===== config.mk =====
export PLATFORM = sky130hd
export DESIGN_NAME = kb_program_loader
export DESIGN_NICKNAME = d
export VERILOG_FILES = /design/src/rtl/kb_program_loader.sv
export SDC_FILE = /design/constraint.sdc
export NUM_CORES = 1
export LEC_CHECK = 0
export BUFFER_PORTS_ARGS = -buffer_cell sky130_fd_sc_hd__buf_2
export CORE_UTILIZATION = 57
export CTS_CLUSTER_SIZE = 25
export DETAILED_ROUTE_END_ITERATION = 10
export PLACE_DENSITY = 0.81
export SETUP_SLACK_MARGIN = 0.4
export SLEW_MARGIN = 5
export SYNTH_ARGS = -nofsm -noshare
export SYNTH_HDL_FRONTEND = slang
export SYNTH_SLANG_ARGS = --single-unit
export TNS_END_PERCENT = 20

===== constraint.sdc =====
create_clock -name CLK -period 2.8 [get_ports CLK]
set_clock_uncertainty 0.05 [all_clocks]
set_input_delay 0.14 -clock CLK [delete_from_list [all_inputs] [get_ports CLK]]
set_output_delay 0.14 -clock CLK [all_outputs]
set_load 0.005 [all_outputs]

===== src/rtl/kb_program_loader.sv =====
// PS/2 Set-2 keyboard program loader: assembles typed hex digits into 32-bit words and writes
// them to instruction memory while holding the CPU. Optional XOR checksum port: KB_LOADER_CHECKSUM_EN.
module kb_program_loader #(
  parameter logic [31:0] BASE_ADDR = 32'h0000_0000,
  parameter int unsigned ADDR_STEP = 4,
  parameter int unsigned MAX_WORDS = 64
) (
  input  logic        CLK,
  input  logic        RST_N,
  input  logic [7:0]  received_data,
  input  logic        received_data_en,
  output logic [31:0] mem_addr,
  output logic [31:0] mem_data,
  output logic        mem_we,
  output logic        cpu_hold,
  output logic [15:0] word_count,
  output logic [3:0]  nibble_count,
  output logic        err
`ifdef KB_LOADER_CHECKSUM_EN
  ,
  output logic [31:0] checksum
`endif
);

  typedef enum logic [1:0] {IDLE, COLLECT, FULL} state_t;

  localparam logic [7:0]  KEY_BREAK = 8'hF0;
  localparam logic [7:0]  KEY_EXT   = 8'hE0;
  localparam logic [7:0]  KEY_LOAD  = 8'h4B;
  localparam logic [7:0]  KEY_ENTER = 8'h5A;
  localparam logic [7:0]  KEY_BKSP  = 8'h66;
  localparam logic [7:0]  KEY_ESC   = 8'h76;
  localparam logic [15:0] MAX_W     = 16'(MAX_WORDS);
  localparam logic [31:0] STEP      = 32'(ADDR_STEP);

  state_t      state;
  logic [31:0] shift;
  logic        brk_pending;
  logic        ext_pending;
  logic        is_digit;
  logic [3:0]  digit;
  logic [15:0] word_count_next;

  // NOTE: every always_comb output gets a default first so no latch is inferred.
  always_comb begin
    is_digit = 1'b1;
    digit    = 4'h0;
    case (received_data)
      8'h45: digit = 4'h0;
      8'h16: digit = 4'h1;
      8'h1E: digit = 4'h2;
      8'h26: digit = 4'h3;
      8'h25: digit = 4'h4;
      8'h2E: digit = 4'h5;
      8'h36: digit = 4'h6;
      8'h3D: digit = 4'h7;
      8'h3E: digit = 4'h8;
      8'h46: digit = 4'h9;
      8'h1C: digit = 4'hA;
      8'h32: digit = 4'hB;
      8'h21: digit = 4'hC;
      8'h23: digit = 4'hD;
      8'h24: digit = 4'hE;
      8'h2B: digit = 4'hF;
      default: is_digit = 1'b0;
    endcase
  end

  // Saturates so the count can never wrap past MAX_WORDS.
  assign word_count_next = (word_count == MAX_W) ? word_count : word_count + 16'd1;

  // NOTE: sequential state uses non-blocking assignments only, so every register sees
  // pre-edge values regardless of statement order.
  always_ff @(posedge CLK or negedge RST_N) begin
    if (!RST_N) begin
      state        <= IDLE;
      mem_addr     <= BASE_ADDR;
      mem_data     <= '0;
      mem_we       <= 1'b0;
      cpu_hold     <= 1'b0;
      word_count   <= '0;
      nibble_count <= '0;
      err          <= 1'b0;
      shift        <= '0;
      brk_pending  <= 1'b0;
      ext_pending  <= 1'b0;
`ifdef KB_LOADER_CHECKSUM_EN
      checksum     <= '0;
`endif
    end else begin
      mem_we <= 1'b0;
      err    <= 1'b0;
      if (received_data_en) begin
        if (received_data == KEY_BREAK) begin
          brk_pending <= 1'b1;
        end else if (received_data == KEY_EXT) begin
          ext_pending <= 1'b1;
        end else if (brk_pending) begin
          // Released key: swallow it so break codes never act.
          brk_pending <= 1'b0;
          ext_pending <= 1'b0;
        end else begin
          ext_pending <= 1'b0;
          case (state)
            IDLE: begin
              if (received_data == KEY_LOAD) begin
                state        <= COLLECT;
                cpu_hold     <= 1'b1;
                word_count   <= '0;
                shift        <= '0;
                nibble_count <= '0;
                mem_addr     <= BASE_ADDR;
`ifdef KB_LOADER_CHECKSUM_EN
                checksum     <= '0;
`endif
              end
            end
            COLLECT: begin
              if (is_digit) begin
                if (nibble_count < 4'd8) begin
                  shift        <= {shift[27:0], digit};
                  nibble_count <= nibble_count + 4'd1;
                end else begin
                  err <= 1'b1;
                end
              end else if (received_data == KEY_ENTER) begin
                if (nibble_count != 4'd0) begin
                  mem_we       <= 1'b1;
                  mem_data     <= shift;
                  mem_addr     <= BASE_ADDR + 32'(word_count) * STEP;
                  word_count   <= word_count_next;
                  shift        <= '0;
                  nibble_count <= '0;
`ifdef KB_LOADER_CHECKSUM_EN
                  checksum     <= checksum ^ shift;
`endif
                  if (word_count_next == MAX_W) state <= FULL;
                end else begin
                  err <= 1'b1;
                end
              end else if (received_data == KEY_BKSP) begin
                shift        <= '0;
                nibble_count <= '0;
              end else if (received_data == KEY_ESC) begin
                state        <= IDLE;
                cpu_hold     <= 1'b0;
                shift        <= '0;
                nibble_count <= '0;
              end else begin
                err <= 1'b1;
              end
            end
            FULL: begin
              if (received_data == KEY_ESC) begin
                state    <= IDLE;
                cpu_hold <= 1'b0;
              end else begin
                err <= 1'b1;
              end
            end
            default: begin
              state    <= IDLE;
              cpu_hold <= 1'b0;
            end
          endcase
        end
      end
    end
  end

endmodule

==> results.yml, run 1 <==
run_status:
  status: "completed"
cts:
  cts_made_buffers: 9
  clkLatencyLatePin_ns: 0.38
  root_buffer: "clkbuf_8"
  cts_tree: "yes"
  cts_buffer_depth: 2
  cts.htree.levels: 3
  clkTransAtPathRegs_ns: 0.11
  cts.sinks: 106
power:
  p_clk_frac: 0.245
  power_frac_comb: 0.304
  p_switching_mw: 1.43
  irDropWorstVdd_v: 0.000292
  swShare: 0.355
  p_leak_nw: 3.36
  seq_power_share: 0.451
  p_int_mw: 2.61
  power_density_nw_per_um2: 606
timing:
  slew_headroom: 0.444
  final.setup.tns_ns: 0
  worst_pin_slew_ns: 0.834
  fin_hold_ws_ns: 0.159
  finalSetupViolations: 0
  max_freq_ghz: 0.385
  post-route-period-util: 0.927
  layout_min_cycle_time_ns: 2.59
  rsz0062_at_grt: "true"
  hold_violations: 0
  drv_slew: 0
cells_and_area:
  final_net_count: 700
  multiInputGateArea_um2: 2810
  fillerInstances: 737
  syn_to_final_growth_pct: 16.5
  stdcell_count: 819
  drive_gt1_frac: 0.302
  antenna-diode-count: 0
  regArea_um2: 2660
synthesis:
  synth-main-ff-cell: "dfrtp_1"
  synth_area_um2: 5730
  synthAdderAreaFrac: 0.0175
  synth_xor_area_frac: 0.00765
  yosys-top-cells-area: "dfrtp_1 46%, nand2_1 7.8%, mux2_2 5.7%"
  async_reset_ff_frac: 1.00
  syn_avg_cell_area_um2: 9.56
  synth_top_cell_area_share: 0.463
  synth_top_family_by_area: "simple AND/OR/NAND/NOR gates"
  seq_area_frac_synth: 0.463
  yosys_warnings: 0
  ys_seq_elements: 106
  synth_mux_area_frac: 0.0780
  synth_compound_area_frac: 0.127
  yosysTopAreaCell: "dfrtp_1"
  ys_types: 76
  synth_enable_flop_cells: 0
  synth-simple-area-share: 0.233
  netlist_instances: 599
grt:
  track_usage: 0.270
  grt_overflow: 0
  grt_pass1_wl_mm: 21.5
  grt_max_degree: 55
  grt_antenna_before_repair: 0
  grt_pass1_vias: 4298
floorplanning:
  die-area_um2: 10500
  num_rows: 36
  design.core.area_um2: 9770
  pin_count: 98
  fp.dieW_um: 102
  initial_core_util: 0.586
  fp.dieH_um: 102
route:
  firstDrtPassIters: 5
  drc: 0
  antenna_left: 0
  drt-vias-per-instance: 5.82
  via_count: 4769
  routed_wl_mm: 13.9
  drt_iter0_drc: 352
  post_drt_wl_per_cell_um: 17.0
setup_path:
  worstSetupPathType: "reg -> reg"
  cp_max_fo: 4
  start_kind: "flip-flop"
  required_ns: 3.02
  crit_path_end_kind: "flip-flop"
  cp.arrival_ns: 2.82
flow_run:
  drv_cap: 0
placed_design:
  detailed_place_hpwl_mm: 8.79
  port-buffer-count: 81
  place.gp.congestion: 0.882
  dp_cells: 783
worst_hold_path:
  worst_hold_path_type: "in -> reg"
[cells in the mapped netlist, drive strengths merged, types with 4 or more instances]
cell type / number
nand2: 119
dfrtp: 106
buf: 49
nand3: 44
o21ai: 39
mux2: 34
nor2: 23
nand4: 16
nor3: 15
a21oi: 14
clkbuf: 14
inv: 11
nand2b: 9
a21o: 8
ha: 8
a22o: 7
mux2i: 6
nor3b: 6
nor2b: 5
nor4: 5
a31oi: 4
o31ai: 4
[layout by cell type (no fill, tap or decap), drive strengths merged, types with 3 or more instances in the layout]
| cell type | Yosys | routed |
|---|---|---|
| nand3 | 44 | 44 |
| inv | 11 | 11 |
| o21ai | 39 | 40 |
| a21oi | 14 | 14 |
| nor4 | 5 | 5 |
| a211oi | 3 | 3 |
| xnor2 | 3 | 3 |
| nor2 | 23 | 23 |
| o31ai | 4 | 4 |
| o22ai | 3 | 3 |
| a21o | 8 | 8 |
| nor2b | 5 | 5 |
| nand2 | 119 | 119 |
| buf | 49 | 115 |
| conb | 1 | 16 |
| o41ai | 3 | 3 |
| a22o | 7 | 7 |
| and2 | 3 | 3 |
| mux2 | 34 | 34 |
| clkinv | 0 | 3 |
| dfrtp | 106 | 106 |
| nand2b | 9 | 9 |
| nor3b | 6 | 6 |
| nand4 | 16 | 16 |
| nor4b | 3 | 3 |
| mux2i | 6 | 6 |
| clkbuf | 14 | 11 |
| nor3 | 15 | 15 |
| a31oi | 4 | 4 |
| ha | 8 | 8 |
[cell type report]
class / count / area share
Multi-Input combinational cell: 435 / 0.421
Sequential cell: 106 / 0.399
Timing Repair Buffer: 118 / 0.117
Tap cell: 133 / 0.0249
Clock buffer: 10 / 0.0191
Clock inverter: 6 / 0.0113
Inverter: 11 / 0.00713
[flip-flops by register name, indices dropped and copies added (netlist names)]
register,count
mem_data,32
shift,32
mem_addr,16
word_count,16
nibble_count,4
state,2
brk_pending,1
cpu_hold,1
err,1
mem_we,1
[power by group through the flow]
stage                     combinational [mW]  clock, mW  sequential (mW)
after detailed placement               0.976          0             1.84
after global placement                 0.952          0             1.83
final                                   1.23      0.989             1.82
after floorplan                        0.685          0             1.78
after CTS                               1.09      0.995             1.81
after global routing                    1.35       1.06             1.84
[routing by layer]
metal  track usage  wire length, µm
met1         0.372             5950
met4         0.100              277
met2         0.430             6840
met3        0.0465              837
met5             0                0
[critical path, cell delays in order, from the launching register on]
cell	delay, ns
dfrtp_1	0.43
inv_2	0.09
ha_4	0.13
or3b_4	0.37
a32oi_2	0.22
o21ai_2	0.11
o41ai_2	0.42
buf_4	0.20
buf_4	0.10
buf_6	0.09
o21ai_0	0.11
o21ai_0	0.16
[stage by stage]
stage | total power [mW] | utilization | setup slack (ns) | area [µm²]
5_1_grt | 4.25 | 0.683 | 0.140 | 6670
2_1_floorplan | 2.47 | - | 0.426 | 5780
3_5_place_dp | 2.82 | 0.628 | 0.218 | 6140
3_3_place_gp | 2.78 | 0.628 | 0.278 | 6140
4_1_cts | 3.89 | 0.664 | 0.298 | 6490
6_report | 4.04 | 0.683 | 0.205 | 6670
[kinds of logic (layout without fill, tap and decap cells)]
group                    Yosys count  count (layout)
AND/OR/NAND/NOR                  262             262
flip-flops                       106             106
AO/OA/AOI/OAI                    103             104
buffers and inverters             74             145
multiplexers                      40              40
adder cells (fa/ha/maj)            8               8
XOR/XNOR                           5               5
other                              1              16
[worst paths after layout]
check / depth (start not counted) / start / endpoint / slack (ns)
max: 11 / nibble_count[1] / nibble_count[2] / 0.21
max reg2reg: 11 / nibble_count[1] / nibble_count[2] / 0.21
max in group asynchronous: 3 / RST_N / word_count[13] / 1.61
min: 3 / received_data[7] / shift[2] / 0.16
min reg2reg: 2 / shift[29] / shift[29] / 0.44
min in group asynchronous: 2 / RST_N / mem_data[23] / 0.28
[what timing repair did]
action | in CTS | in global routing
buffers inserted | 5 | 8
hold buffers | 2 | 0
hold endpoints to repair | 52 | 0
setup endpoints to repair | 80 | 92
resized for setup | 14 | 26
cloned | 4 | 1
pin swaps | 1 | 5
Note: power is estimated with default switching activity, not from simulation.
==> run 2: changes to the inputs <==
==> constraint.sdc (replaced) <==
create_clock -name CLK -period 2.8 [get_ports CLK]
set_clock_uncertainty 0.05 [all_clocks]
set_input_delay 0.56 -clock CLK [delete_from_list [all_inputs] [get_ports CLK]]
set_output_delay 0.56 -clock CLK [all_outputs]
set_load 0.005 [all_outputs]
==> results.yml, run 2 (synthesized netlist as in run 1, its figures left out) <==
floorplanning:
  initial_core_util: 0.586
  design.core.area_um2: 9770
  die-area_um2: 10500
  pin_count: 98
  fp.dieW_um: 102
  fp.dieH_um: 102
  num_rows: 36
setup_path:
  slowest_stage: "dfrtp_2"
  crit_path_max_incr_delay_ns: 0.47
  start_kind: "flip-flop"
  worstSetupPathType: "reg -> reg"
  cp.arrival_ns: 2.69
  path_cells: "inv_2 > ha_4 > nor2b_4 > nand4_1 > or3_4 > nand2b_4 > a2111oi_4 > o21ai_2 > mux2_4"
  cp_max_fo: 4
  crit_path_end_kind: "flip-flop"
  required_ns: 3.02
cts:
  hold_buffers: 0
  cts.htree.levels: 3
  root_buffer: "clkbuf_8"
  cts.sinks: 106
  clkTransAtPathRegs_ns: 0.10
  clkLatencyLatePin_ns: 0.38
  cts_tree: "yes"
  cts_buffer_depth: 2
  cts_made_buffers: 9
placed_design:
  port-buffer-count: 81
  postPlaceCellArea_um2: 6290
  dp_cells: 797
  place.gp.congestion: 0.944
  detailed_place_hpwl_mm: 8.84
power:
  power_mw: 4.18
  p_leak_nw: 3.55
  power_density_nw_per_um2: 591
  irDropWorstVdd_v: 0.000284
cells_and_area:
  mostFrequentLayoutCells: "118 x nand2_1, 92 x dfrtp_1, 78 x buf_2"
  design_area_um2: 7060
  syn_to_final_growth_pct: 23.3
  reg_top3: "mem_data: 32 flops, shift: 32 flops"
  layout_commonest_cell: "nand2_1"
  drive_gt1_frac: 0.355
  antenna-diode-count: 0
  stdcell_count: 852
  final_net_count: 733
run_status:
  status: "completed"
timing:
  rsz0062_at_grt: "true"
  slew_headroom: 0.609
  max_freq_ghz: 0.405
  finalSetupViolations: 0
  hold_violations: 0
  post-route-period-util: 0.882
  final.setup.tns_ns: 0
  layout_min_cycle_time_ns: 2.47
  worst_pin_slew_ns: 0.579
  fin_hold_ws_ns: 0.0208
  drv_slew: 0
route:
  drc: 0
  firstDrtPassIters: 8
  post_drt_wl_per_cell_um: 17.8
  routed_wl_mm: 15.2
  via_count: 5092
  drt_iter0_drc: 438
  antenna_left: 0
  drt-vias-per-instance: 5.98
grt:
  grt_antenna_before_repair: 0
  track_usage: 0.264
  grt_pass1_vias: 4405
  grt_overflow: 0
  grt_max_degree: 84
  grt_pass1_wl_mm: 21.4
worst_hold_path:
  worst_hold_path_type: "in -> async"
flow_run:
  drv_cap: 0
## run 2: cell count changes in the layout (fill, tap and decap cells not counted), moves of 3 or more
cell | previous run | this run
buf_6 | 5 | 2
clkbuf_4 | 0 | 3
buf_2 | 81 | 78
dfrtp_1 | 99 | 92
dfrtp_2 | 7 | 14
buf_4 | 25 | 57
clkbuf_16 | 1 | 5
## run 2: report_power, final
part / internal (mW) / leakage (nW) / switching, mW
combinational: 0.620 / 2.04 / 0.791
clock: 0.416 / 0.0966 / 0.554
sequential: 1.65 / 1.42 / 0.143
## run 2: final cells by class
| cell class | count | area [µm²] |
|---|---|---|
| clock buffers | 10 | 128 |
| clock inverters | 6 | 65.1 |
| fillers | 701 | 2710 |
| inverters | 11 | 41.3 |
| multi-input cells | 436 | 2910 |
| flip-flops and latches | 106 | 2670 |
| well taps | 133 | 166 |
| repair buffers | 150 | 1090 |
## run 2: critical path, delay by kind of cell, from the launching register on
family | cells | cell delay [ns]
flip-flops | 1 | 0.47
AO/OA/AOI/OAI | 2 | 0.47
AND/OR/NAND/NOR | 4 | 0.81
adder cells (fa/ha/maj) | 1 | 0.13
multiplexers | 1 | 0.31
buffers and inverters | 1 | 0.11
## run 2: worst paths after layout
check / end / cells past startpoint / from / slack (ns)
worst max-delay path: state[0] / 9 / word_count[1] / 0.33
max in group asynchronous: word_count[1] / 2 / RST_N / 1.93
worst min-delay path: mem_data[30] / 1 / RST_N / 0.02
min in group CLK: brk_pending / 3 / received_data_en / 0.40
worst min register to register: shift[28] / 2 / shift[28] / 0.43
worst max register to register: state[0] / 9 / word_count[1] / 0.33
## run 2: routing by layer
layer	GRT usage	vias up	wire, µm
met5	0	-	0
li1	-	2306	-
met4	0.0978	0	454
met3	0.0534	49	869
met1	0.357	2486	6210
met2	0.422	251	7630
## run 2: what timing repair did
item / 4_1_cts / 5_1_grt
setup endpoints to repair: 70 / 46
pin swaps: 2 / 12
cloned: 0 / 8
buffers inserted: 15 / 16
gates resized for setup: 15 / 41
## run 2: per-stage QoR
stage	worst slack, ns	utilization
5_1_grt	0.238	0.723
3_5_place_dp	0.0958	0.644
3_3_place_gp	0.179	0.644
6_report	0.331	0.723
2_1_floorplan	0.410	-
4_1_cts	0.397	0.679
